$ cat config.mk
export PLATFORM = sky130hd
export DESIGN_NAME = sdram_port_arbiter
export DESIGN_NICKNAME = d
export VERILOG_FILES = /design/src/rtl/sdram_port_arbiter.sv
export SDC_FILE = /design/constraint.sdc
export NUM_CORES = 1
export LEC_CHECK = 0
export ABC_AREA = 1
export BUFFER_PORTS_ARGS = -buffer_cell sky130_fd_sc_hd__buf_4
export CORE_MARGIN = 3
export CORE_UTILIZATION = 25
export CTS_BUF_LIST = sky130_fd_sc_hd__clkbuf_16
export DETAILED_ROUTE_END_ITERATION = 10
export SLEW_MARGIN = 25
export SYNTH_ARGS = -nofsm -noshare
export SYNTH_HDL_FRONTEND = slang
export SYNTH_SLANG_ARGS = --single-unit
$ cat constraint.sdc
create_clock -name clk -period 4 [get_ports clk]
set_clock_uncertainty 0.15 [all_clocks]
set_input_delay 0.8 -clock clk [delete_from_list [all_inputs] [get_ports clk]]
set_output_delay 0.8 -clock clk [all_outputs]
set_load 0.02 [all_outputs]
$ cat src/rtl/sdram_port_arbiter.sv
// sdram_port_arbiter: N-port request/ack arbiter in front of the SDRAM
// controller command interface, routing read data back to the issuer.
module sdram_port_arbiter #(
  parameter int NUM_PORTS  = 3,
  parameter int ADDR_WIDTH = 23,
  parameter int DATA_WIDTH = 32,
  parameter int RR_MODE    = 1
) (
  input  logic                            clk,
  input  logic                            rst_n,
  input  logic [NUM_PORTS-1:0]            port_en,
  input  logic [NUM_PORTS-1:0]            p_req,
  input  logic [NUM_PORTS-1:0]            p_rw,
  input  logic [NUM_PORTS*ADDR_WIDTH-1:0] p_addr,
  input  logic [NUM_PORTS*DATA_WIDTH-1:0] p_wdata,
  output logic [NUM_PORTS-1:0]            p_ack,
  output logic [NUM_PORTS-1:0]            p_rvalid,
  output logic [DATA_WIDTH-1:0]           p_rdata,
  output logic [ADDR_WIDTH-1:0]           sd_addr,
  output logic                            sd_rw,
  output logic [DATA_WIDTH-1:0]           sd_data_in,
  output logic                            sd_in_valid,
  input  logic                            sd_busy,
  input  logic [DATA_WIDTH-1:0]           sd_data_out,
  input  logic                            sd_out_valid
);

  localparam int PW = (NUM_PORTS > 1) ? $clog2(NUM_PORTS) : 1;

  typedef enum logic [1:0] {IDLE, GAP, WAIT_RD} state_t;

  state_t                 state_q, state_d;
  logic [PW-1:0]          ptr_q, ptr_d;
  logic [PW-1:0]          owner_q, owner_d;
  logic                   rw_q, rw_d;
  logic [NUM_PORTS-1:0]   ack_q, ack_d;
  logic [NUM_PORTS-1:0]   rvalid_q, rvalid_d;
  logic [DATA_WIDTH-1:0]  rdata_q, rdata_d;
  logic [ADDR_WIDTH-1:0]  addr_q, addr_d;
  logic                   sdrw_q, sdrw_d;
  logic [DATA_WIDTH-1:0]  din_q, din_d;
  logic                   iv_q, iv_d;

  logic [ADDR_WIDTH-1:0]  addr_a [NUM_PORTS];
  logic [DATA_WIDTH-1:0]  wdata_a [NUM_PORTS];
  logic [NUM_PORTS-1:0]   elig;
  logic                   found;
  logic [PW-1:0]          win;

  for (genvar g = 0; g < NUM_PORTS; g++) begin : g_unpack
    assign addr_a[g]  = p_addr[g*ADDR_WIDTH +: ADDR_WIDTH];
    assign wdata_a[g] = p_wdata[g*DATA_WIDTH +: DATA_WIDTH];
  end

  assign elig = p_req & port_en;

  // Winner: first eligible port at/after the pointer (RR) or lowest index.
  always_comb begin
    int            k;
    logic [PW-1:0] kk;
    found = 1'b0;
    win   = '0;
    k     = 0;
    kk    = '0;
    for (int i = 0; i < NUM_PORTS; i++) begin
      k = (RR_MODE != 0) ? int'(ptr_q) + i : i;
      if (k >= NUM_PORTS) k = k - NUM_PORTS;
      kk = PW'(k);
      if (!found && elig[kk]) begin
        found = 1'b1;
        win   = kk;
      end
    end
  end

  // Next state and registered outputs; pulses default low each cycle.
  always_comb begin
    state_d  = state_q;
    ptr_d    = ptr_q;
    owner_d  = owner_q;
    rw_d     = rw_q;
    ack_d    = '0;
    rvalid_d = '0;
    rdata_d  = rdata_q;
    addr_d   = addr_q;
    sdrw_d   = sdrw_q;
    din_d    = din_q;
    iv_d     = 1'b0;
    unique case (state_q)
      IDLE: begin
        if (!sd_busy && found) begin
          addr_d     = addr_a[win];
          sdrw_d     = p_rw[win];
          din_d      = wdata_a[win];
          iv_d       = 1'b1;
          ack_d[win] = 1'b1;
          owner_d    = win;
          rw_d       = p_rw[win];
          if (win == PW'(NUM_PORTS - 1)) ptr_d = '0;
          else                           ptr_d = win + 1'b1;
          state_d = GAP;
        end
      end
      GAP: begin
        state_d = rw_q ? IDLE : WAIT_RD;
      end
      WAIT_RD: begin
        if (sd_out_valid) begin
          rdata_d           = sd_data_out;
          rvalid_d[owner_q] = 1'b1;
          state_d           = IDLE;
        end
      end
      default: state_d = IDLE;
    endcase
  end

  // State and output registers.
  always_ff @(posedge clk or negedge rst_n) begin
    if (!rst_n) begin
      state_q  <= IDLE;
      ptr_q    <= '0;
      owner_q  <= '0;
      rw_q     <= 1'b0;
      ack_q    <= '0;
      rvalid_q <= '0;
      rdata_q  <= '0;
      addr_q   <= '0;
      sdrw_q   <= 1'b0;
      din_q    <= '0;
      iv_q     <= 1'b0;
    end else begin
      state_q  <= state_d;
      ptr_q    <= ptr_d;
      owner_q  <= owner_d;
      rw_q     <= rw_d;
      ack_q    <= ack_d;
      rvalid_q <= rvalid_d;
      rdata_q  <= rdata_d;
      addr_q   <= addr_d;
      sdrw_q   <= sdrw_d;
      din_q    <= din_d;
      iv_q     <= iv_d;
    end
  end

  assign p_ack       = ack_q;
  assign p_rvalid    = rvalid_q;
  assign p_rdata     = rdata_q;
  assign sd_addr     = addr_q;
  assign sd_rw       = sdrw_q;
  assign sd_data_in  = din_q;
  assign sd_in_valid = iv_q;

endmodule

# After elaboration in Yosys (flattened, before gate mapping)
# Index checks and enable logic that the tools add are counted.
# classes
addsub,6
mul,0
n_div,0
order_cmp,11
eq_ne,5
shift,0
mux,38
bitwise_logic,2
n_reduce_logical,12
# op_table
op,n
$bmux 32 s2,1
$mux 32,2
$bmux 23 s2,1
$mux 23,2
$mux 2,10
$lt 2x3->1 const B,5
$mux 3,4
$mux 1,11
$bmux 1 s2,4
$ge 3x2->1 const B,2
$pmux 2 s3,1
$reduce_and 2->1,3
$sub 2x2->2 const B,3
$logic_and 1x1->1,5
$demux 1 s2,2
$eq 2x2->1 const B,2
$ge 2x1->1 const B,2
$ne 2x2->1 const B,2
$add 2x1->3 const B,1
$add 2x2->3 const B,1
$and 3x3->3,1
$ge 3x3->1 const B,1
$logic_not 1->1,3
$not 2->3,1
4 further kinds,4
# word_totals
reg_bits,101
latchBits,0
ram_bits,0
romBits,0
inputBits,210
output_inout_bits,95
n_memories,0

# Logic depth before layout (Yosys ltp)
# Gate-level depths: netlist of run 1.
# depth
depth_word,17
ltp_mapped,16

# Least setup slack after synthesis of run 1
# Ideal clock, no wire load.
# synth_path
kind,input -> register
startpoint,input port p_req[1]
endpoint,"register din_q[14], in the netlist sd_data_in[14]"
setup_ns,0.117
t_arrival_ns,1.930
required_ns,3.733
slack_ns,1.804
cell_stages,14
n_path_buf,2
path_cell_list,nand2_1 inv_1 nand2_1 nand3_2 nor2_4 nand3_4 nand2_4 buf_8 buf_12 nand2_2 nand3_1 nand2_1 nand2_1 nand2_1
# synth_via
elab_chain_len,14
# synth_lines
item,line,text
"start, declared",12,"input logic [NUM_PORTS-1:0] p_req,"
$and 3x3->3 (*),55,assign elig = p_req & port_en;
$bmux 1 s2,69,if (!found && elig[kk]) begin
$mux 1 (not written as such),69,
$mux 1,69,
$logic_not 1->1,69,
$logic_and 1x1->1,69,
$mux 1,69,
$logic_not 1->1,69,
$logic_and 1x1->1,69,
$mux 2,69,
$not 2->3 (not written as such),94,din_d = wdata_a[win];
$bmux 32 s2,94,
$mux 32 (not written as such) (2 in a row),94,
"end signal, assigned",142,din_q <= din_d;
"end, declared",41,"logic [DATA_WIDTH-1:0] din_q, din_d;"
# Every way passes the cells marked *; elsewhere a longest branch is shown, timed or not. The select of a mux whose other input is x is not followed.
# A chain may end at the register's enable or synchronous reset.

# Final worst setup path of run 1
# layout_path
startpoint,register ptr_q[0]
endpoint,"register din_q[30], in the netlist sd_data_in[30]"
# layout_via
elab_chain_len,15
# layout_lines
item,line,text
"start, declared",33,"logic [PW-1:0] ptr_q, ptr_d;"
"start signal, assigned",134,ptr_q <= ptr_d;
branches (longest 15 deep; another with $add 2x1->3),--,
# Several ways; the timed one is not identified. The select of a mux whose other input is x is not followed.

==> results of run 1 <==
[per-stage QoR]
step | cell area (um2) | worst slack, ps | std cells | power (mW) | utilization
2_1_floorplan | 6070 | 1800 | 816 | 4.11 | -
3_3_place_gp | 8530 | 1040 | 1400 | 5.48 | 0.360
3_5_place_dp | 8530 | 1000 | 1400 | 5.53 | 0.360
4_1_cts | 8820 | 1150 | 1416 | 6.41 | 0.372
5_1_grt | 8820 | 864 | 1416 | 6.83 | 0.372
6_report | 8820 | 1190 | 1416 | 6.30 | 0.372
[worst max-delay path, stage by stage, from the launching register on]
cell	delay, ps
dfrtp_1	370
inv_1	80
ha_1	320
inv_2	110
nand4_1	140
nand3_2	120
nor2_4	60
nand3_1	110
nand3_4	330
inv_2	520
buf_12	280
nand2_1	90
nand2_1	60
[kinds of logic after synthesis]
| kind of cell | after synthesis | share of synthesized area |
|---|---|---|
| compound gates | 6 | 0.00577 |
| simple gates | 494 | 0.374 |
| flops | 101 | 0.416 |
| fa+ha+maj | 3 | 0.00618 |
| buf+inv | 180 | 0.138 |
| mux | 32 | 0.0594 |
[final cells by class]
class / instances / area, um2 / area share
Clock buffer: 9 / 225 / 0.0255
Clock inverter: 7 / 57.6 / 0.00653
Inverter: 129 / 484 / 0.0549
Multi-Input combinational cell: 535 / 2710 / 0.308
Sequential cell: 101 / 2530 / 0.287
Tap cell: 319 / 399 / 0.0453
Timing Repair Buffer: 316 / 2410 / 0.273
[metal layers]
layer  vias up  part of all wire  GRT usage
li1       3069                 -          -
met1      2777              0.45      0.207
met2       196              0.48      0.254
met3        20             0.058     0.0235
met4         0             0.016     0.0423
met5         -                 0          0
[Yosys cell counts]
| cell | n |
|---|---|
| nand2_4 | 1 |
| nand3_2 | 14 |
| buf_12 | 3 |
| ha_1 | 3 |
| nand4_1 | 1 |
| nor3_1 | 2 |
| nor3b_1 | 1 |
| nand3_1 | 164 |
| buf_6 | 7 |
| nor2_1 | 7 |
| a21oi_1 | 1 |
| buf_2 | 25 |
| nand3b_1 | 2 |
| buf_1 | 3 |
| nand2_1 | 268 |
| a21boi_0 | 1 |
| nand2_2 | 32 |
| nand3_4 | 1 |
| o21ai_0 | 1 |
| buf_4 | 5 |
| nor2_4 | 1 |
| clkbuf_1 | 7 |
| dfrtp_1 | 101 |
| mux2_2 | 32 |
| inv_1 | 125 |
| o31ai_1 | 1 |
| buf_8 | 1 |
| inv_2 | 4 |
| o21ai_1 | 2 |
[state kept, by name, indices dropped and copies added, names as in the netlist]
name and cells:
ptr_q 2, state_q 2, p_ack 3, sd_in_valid 1, owner_q 2, sd_data_in 32, p_rvalid 3, sd_addr 23
sd_rw 1, p_rdata 32
[worst paths after layout]
check | slack (ps) | end | start | depth (start not counted)
setup / recovery | 1190 | sd_data_in[30] | ptr_q[0] | 12
max in group asynchronous | 2470 | sd_addr[19] | rst_n | 2
min in group asynchronous | 430 | p_rdata[1] | rst_n | 1
setup reg to reg | 1190 | sd_data_in[30] | ptr_q[0] | 12
hold reg to reg | 330 | sd_addr[13] | sd_addr[13] | 2
hold / removal | 330 | sd_addr[13] | sd_addr[13] | 2
[power by group through the flow]
stage	clock network, mW	logic (mW)	registers, mW
after CTS	0.890	3.75	1.77
after floorplan	0	1.82	2.30
after detailed placement	0	3.75	1.78
after global placement	0	3.71	1.77
final	0.848	3.69	1.76
after global routing	0.922	4.08	1.83
==> results.cfg, run 1 <==
[final_layout]
final_common_cell = buf_4
nets = 1305
area_growth_pct = 45.2
antenna_cells = 0
final_cell_mix = buf_4 (313), nand2_1 (268), nand3_1 (164), inv_1 (125), dfrtp_1 (101)
final_layout_size_suffix_gt1_frac = 0.380
n_fill_cell = 2526

[timing]
rsz0062_at_grt = no
report.final.slew_viol_count = 0
max_freq_ghz = 0.356
tns_ps = 0
min_period_ps = 2810
tightest_slew_ps = 901
hold_viol = 0
finalCritPeriodShare = 0.702
setup_viol = 0
hold_ws_ps = 332
relSlewSlack = 0.400

[pwr]
internal_power_mw = 3.38
p_sw_mw = 2.92
swShare = 0.463
combPwrFrac = 0.585
seq_power_share = 0.280
clkPwrFrac = 0.135
p_per_area_mw_per_mm2 = 714
max-vdd-ir-drop_mv = 0.355
leakage_nw = 5.14

[clocking]
cts_tree = built
cts.sinks = 101
cts.repair.resized = 0
clkTransAtPathRegs_ps = 70
cts_setup_buffers = 0
cts_hold_buf = 0
clock_latency_ps = 340
clockBufferDepth = 2
numCtsBuffers = 9
clockRootBuffer = clkbuf_16
htreeDepth = 3

[drt]
wl_per_cell_um = 14.6
ant_nets = 0
routed_via_density = 4.28
drcViolationCount = 0
routed_wl_um = 20600
drt_iter0_markers = 357
vias = 6062
firstDrtPassIters = 4

[die]
core_mm2 = 0.0237
die_y_um = 162
rows = 56
ios = 305
die-width_um = 162
die_area_mm2 = 0.0262
initial_core_util = 0.256

[setup_path]
cp.arrival_ps = 2940
setup.worst_path.start_class = flip-flop
critPathKind = reg -> reg
crit_fanout = 40
endpoint_kind = flip-flop
crit_required_ps = 4130

[placement]
io_buffers = 304
place_congestion = 0.797
place_hpwl_um = 15000

[synthesis]
yosys_warnings = 0
synthCells = 816
synth.avg_cell_area_um2 = 7.44
synth_top_area_cell = dfrtp_1
synth_top_area_share = 0.416
ys_seq_area_frac = 0.416
synth.net_count = 1029
synth.distinct_cells = 29
synth-seq-cells = 101
synth.area.top_cells = dfrtp_1 (42%), nand2_1 (17%), nand3_1 (14%), inv_1 (7.7%), mux2_2 (5.9%)
netlist_area_mm2 = 0.00607

[grt]
gr-usage-all-layers = 0.153
antenna_found_initial = 0
grt_pass1_vias = 5896
grt_first_pass_wirelength_um = 32000
grt-ovfl-total = 0
grt_max_degree = 70

[worst_hold_path]
min_path_type = reg -> reg

[status]
status = finished, final reports clean

[flow_run]
cap_violations = 0
Note: power is estimated with default switching activity, not from simulation.
==> run 2: changes to the inputs <==
==> constraint.sdc (replaced) <==
create_clock -name clk -period 2.3 [get_ports clk]
set_clock_uncertainty 0.15 [all_clocks]
set_input_delay 0.46 -clock clk [delete_from_list [all_inputs] [get_ports clk]]
set_output_delay 0.46 -clock clk [all_outputs]
set_load 0.02 [all_outputs]
==> results.cfg, run 2 (synthesized netlist as in run 1, its figures left out) <==
[timing]
max_freq_ghz = 0.443
relSlewSlack = 0.619
setup_viol = 0
min_period_ps = 2260
finalCritPeriodShare = 0.982
report.final.slew_viol_count = 0
tns_ps = 0
hold_viol = 0
rsz0062_at_grt = yes
tightest_slew_ps = 572
layout_setup_ws_ps = 42.1

[setup_path]
setup.worst_path.start_class = flip-flop
slowest_stage = dfrtp_1
endpoint_kind = flip-flop
crit_fanout = 20
path_cells = ha_4, inv_4, nand4_1, nand3_2, nor2_4, nand3_4, nand2_8, buf_16, nand2_2, nand3_1, nand2_1, nand2_1, nand2_1
critPathKind = reg -> reg
crit_family = simple AND/OR/NAND/NOR gates
worst-path-buf-inv = 2
max_stage_delay_ps = 440
crit_required_ps = 2400
cp.arrival_ps = 2360
path_common_cell = nand2_1

[drt]
wl_per_cell_um = 15.6
drt_iter0_markers = 455
ant_nets = 0
drcViolationCount = 0
routed_via_density = 4.38
firstDrtPassIters = 5
vias = 6282
routed_wl_um = 22400

[placement]
dpl.cell_count = 1409
io_buffers = 304
place_congestion = 0.812
dp_worst_setup_slack_ps = -4.23
place_hpwl_um = 15000

[final_layout]
antenna_cells = 0
nets = 1324
final_cell_mix = buf_4 (312), nand2_1 (264), nand3_1 (155), inv_1 (124), dfrtp_1 (101)
final_layout_size_suffix_gt1_frac = 0.405
area_growth_pct = 53.4
layout.cells.non_filler = 1435
final_common_cell = buf_4

[clocking]
clockBufferDepth = 2
clockRootBuffer = clkbuf_16
htreeDepth = 3
cts_tree = built
numCtsBuffers = 9
clock_latency_ps = 350
cts.sinks = 101
clkTransAtPathRegs_ps = 80

[grt]
grt_max_degree = 102
gr-usage-all-layers = 0.155
antenna_found_initial = 0
grt_pass1_vias = 5944
grt-ovfl-total = 0
grt_first_pass_wirelength_um = 32300

[pwr]
leakage_nw = 5.36
p_per_area_mw_per_mm2 = 1260
max-vdd-ir-drop_mv = 0.483

[die]
core_mm2 = 0.0237
rows = 56
die_y_um = 162
die-width_um = 162
die_area_mm2 = 0.0262
initial_core_util = 0.256
ios = 305

[worst_hold_path]
min_path_type = in -> async

[status]
status = finished, final reports clean

[flow_run]
cap_violations = 0
==> run 2: changes by cell type in the layout (fill, tap and decap cells not counted), sizes merged <==
cell	change
inv	+2
clkinv	-3
buf	+15
clkinvlp	+1
clkbuf	+4
==> run 2: timing repair <==
item | in CTS | in global routing
hold buffers | 0 | 0
setup buffers | 0 | 5
cloned | 0 | 5
pin swaps | 1 | 6
setup endpoints to repair | 23 | 61
gates resized for setup | 2 | 31
==> run 2: worst paths after layout <==
check | start | end | slack (ps) | depth (start not counted)
max in group asynchronous | rst_n | sd_addr[12] | 1550 | 2
worst max register to register | ptr_q[1] | sd_addr[4] | 40 | 13
worst min register to register | sd_data_in[14] | sd_data_in[14] | 330 | 2
worst max-delay path | ptr_q[1] | sd_addr[4] | 40 | 13
min in group clk | sd_out_valid | state_q[1] | 140 | 2
worst min-delay path | rst_n | sd_addr[9] | 30 | 2
==> run 2: power breakdown <==
| part | switching [mW] | total [mW] | internal, mW | leakage (nW) |
|---|---|---|---|---|
| registers | 0.448 | 3.06 | 2.61 | 1.25 |
| clock network | 0.765 | 1.52 | 0.750 | 0.136 |
| logic | 4.13 | 7.16 | 3.03 | 3.98 |
==> run 2: final cells by class <==
class	count	area, um2
well taps	319	399
fillers	2474	14400
multi-input cells	535	2810
inverters	129	489
clock inverters	7	56.3
repair buffers	335	2800
clock buffers	9	225
flip-flops and latches	101	2530
==> run 2: layer usage <==
layer  track usage  vias to the layer above  share of wire
li1              -                     3108              -
met1         0.202                     2897           0.42
met2         0.263                      249           0.49
met3        0.0247                       28          0.062
met4        0.0531                        0          0.022
met5             0                        -              0
==> run 2: through the flow <==
step | hold slack, ps | power [mW] | area (um2) | util
floorplan | 14.4 | 7.16 | 6070 | -
global placement | 297 | 9.75 | 8710 | 0.368
detailed placement | 314 | 9.83 | 8710 | 0.368
CTS | 39.5 | 11.4 | 9000 | 0.380
global route | 63.8 | 12.6 | 9310 | 0.393
finish | 26.1 | 11.7 | 9310 | 0.393
==> run 3: changes to the inputs <==
--- a/config.mk
+++ b/config.mk
@@ -7,7 +7,6 @@
 export LEC_CHECK = 0
 export ABC_AREA = 1
 export BUFFER_PORTS_ARGS = -buffer_cell sky130_fd_sc_hd__buf_4
-export CORE_MARGIN = 3
 export CORE_UTILIZATION = 25
 export CTS_BUF_LIST = sky130_fd_sc_hd__clkbuf_16
 export DETAILED_ROUTE_END_ITERATION = 10
==> results.cfg, run 3 (synthesized netlist as in run 1, its figures left out) <==
[status]
status = finished, final reports clean

[clocking]
htreeDepth = 3
clockRootBuffer = clkbuf_16
clkTransAtPathRegs_ps = 80
cts.sinks = 101
cts_tree = built
numCtsBuffers = 9
clock_latency_ps = 350
clockBufferDepth = 2

[pwr]
leakage_nw = 5.50
power_mw = 12.2
p_per_area_mw_per_mm2 = 1280
max-vdd-ir-drop_mv = 0.451

[timing]
hold_viol = 0
finalCritPeriodShare = 0.994
relSlewSlack = 0.700
min_period_ps = 2290
tightest_slew_ps = 450
report.final.slew_viol_count = 0
setup_viol = 0
hold_ws_ps = 142
max_freq_ghz = 0.437
rsz0062_at_grt = yes

[final_layout]
final_area_mm2 = 0.00958
final_layout_size_suffix_gt1_frac = 0.431
final_common_cell = buf_4
final_cell_mix = buf_4 (313), nand2_1 (260), nand3_1 (136), inv_1 (124), dfrtp_1 (101)
nets = 1330
area_growth_pct = 57.8
layout.cells.non_filler = 1441
utilization = 0.406
antenna_cells = 0

[die]
initial_core_util = 0.257
ios = 305
rows = 56
die_y_um = 158
core_mm2 = 0.0236
die_area_mm2 = 0.0249
die-width_um = 158

[setup_path]
worstSetupEndpoint = sd_data_in[18]
path_cells = ha_4, inv_4, nand4_1, nand3_2, nor2_4, buf_12, nand2_8, nand2_8, nand2_8, clkbuf_16, nand3_1, nand2_1, nand2_1, nand2_1
critPathKind = reg -> reg
r2r_slack_ps = 10
endpoint_kind = flip-flop
cp.arrival_ps = 2380
reg2reg_depth = 14
crit_fanout = 10
slowest_stage = dfrtp_1
crit_required_ps = 2390
setup.worst_path.start_class = flip-flop
r2r-end = sd_data_in[18]
max_stage_delay_ps = 440
r2r-start = ptr_q[1]
crit_start = ptr_q[1]

[drt]
maxUsedRoutingLayer = met4
vias = 6378
wl_per_cell_um = 15.4
drcViolationCount = 0
ant_nets = 0
met1Wirelength_um = 9180
routed_wl_um = 22200
wl_met2_um = 11200
drt_iter0_markers = 425
wl_met3_um = 1320
firstDrtPassIters = 7
routed_via_density = 4.43

[grt]
grt_max_degree = 57
gr-usage-all-layers = 0.153
grt_first_pass_wirelength_um = 29400
grt-ovfl-total = 0
grt_pass1_vias = 5853
antenna_found_initial = 0

[flow_run]
cap_violations = 0

[placement]
place_congestion = 0.786
place_hpwl_um = 14500
io_buffers = 304
placed_area_mm2 = 0.00872
dpl.cell_count = 1411

[worst_hold_path]
min_path_type = in -> reg
run 3: changes by cell type in the layout (fill, tap and decap cells not counted), sizes merged:
cell / change
buf: +1
clkbuf: +4
dlygate4sd3: +1
run 3: per-stage QoR:
step / setup WS [ps] / setup TNS (ps)
floorplan: 211 / 0
global placement: 53.0 / 0
detailed placement: 30.5 / 0
CTS: 0.265 / 0
global route: -93.6 / -3690
finish: 13.7 / 0
run 3: how the worst min path moves through the flow:
stage	from	end	slack [ps]	cells after the start
3_3_place_gp	rst_n	sd_data_in[31]	220	1
5_1_grt	sd_out_valid	state_q[1]	140	2
3_5_place_dp	rst_n	sd_data_in[31]	230	1
4_1_cts	sd_out_valid	state_q[1]	130	2
6_report	sd_out_valid	state_q[1]	140	2
2_1_floorplan	rst_n	owner_q[0]	10	0
run 3: metal layers:
metal / track usage / vias up
met3: 0.0235 / 24
met2: 0.274 / 211
li1: - / 3129
met4: 0.0647 / 0
met5: 0 / -
met1: 0.181 / 3014
run 3: worst max-delay path, delay by kind of cell, from the launching register on:
| family | cells | cell delay (ps) |
|---|---|---|
| fa+ha+maj | 1 | 310 |
| buf+inv | 3 | 400 |
| flops | 1 | 440 |
| simple gates | 10 | 860 |
run 3: cell type report:
type	count	area [um2]
fillers	2408	14000
flip-flops and latches	101	2530
well taps	319	399
clock buffers	9	225
multi-input cells	535	2970
repair buffers	341	2910
clock inverters	7	58.8
inverters	129	487
run 3: what timing repair did:
action	4_1_cts	5_1_grt
hold buffers	1	0
setup endpoints to repair	0	61
resized for setup	0	65
setup buffers	0	3
endpoints found under the hold margin	18	0
run 3: power breakdown:
part / switching, mW / internal [mW]
Combinational: 4.36 / 3.30
Sequential: 0.432 / 2.61
Clock: 0.762 / 0.753
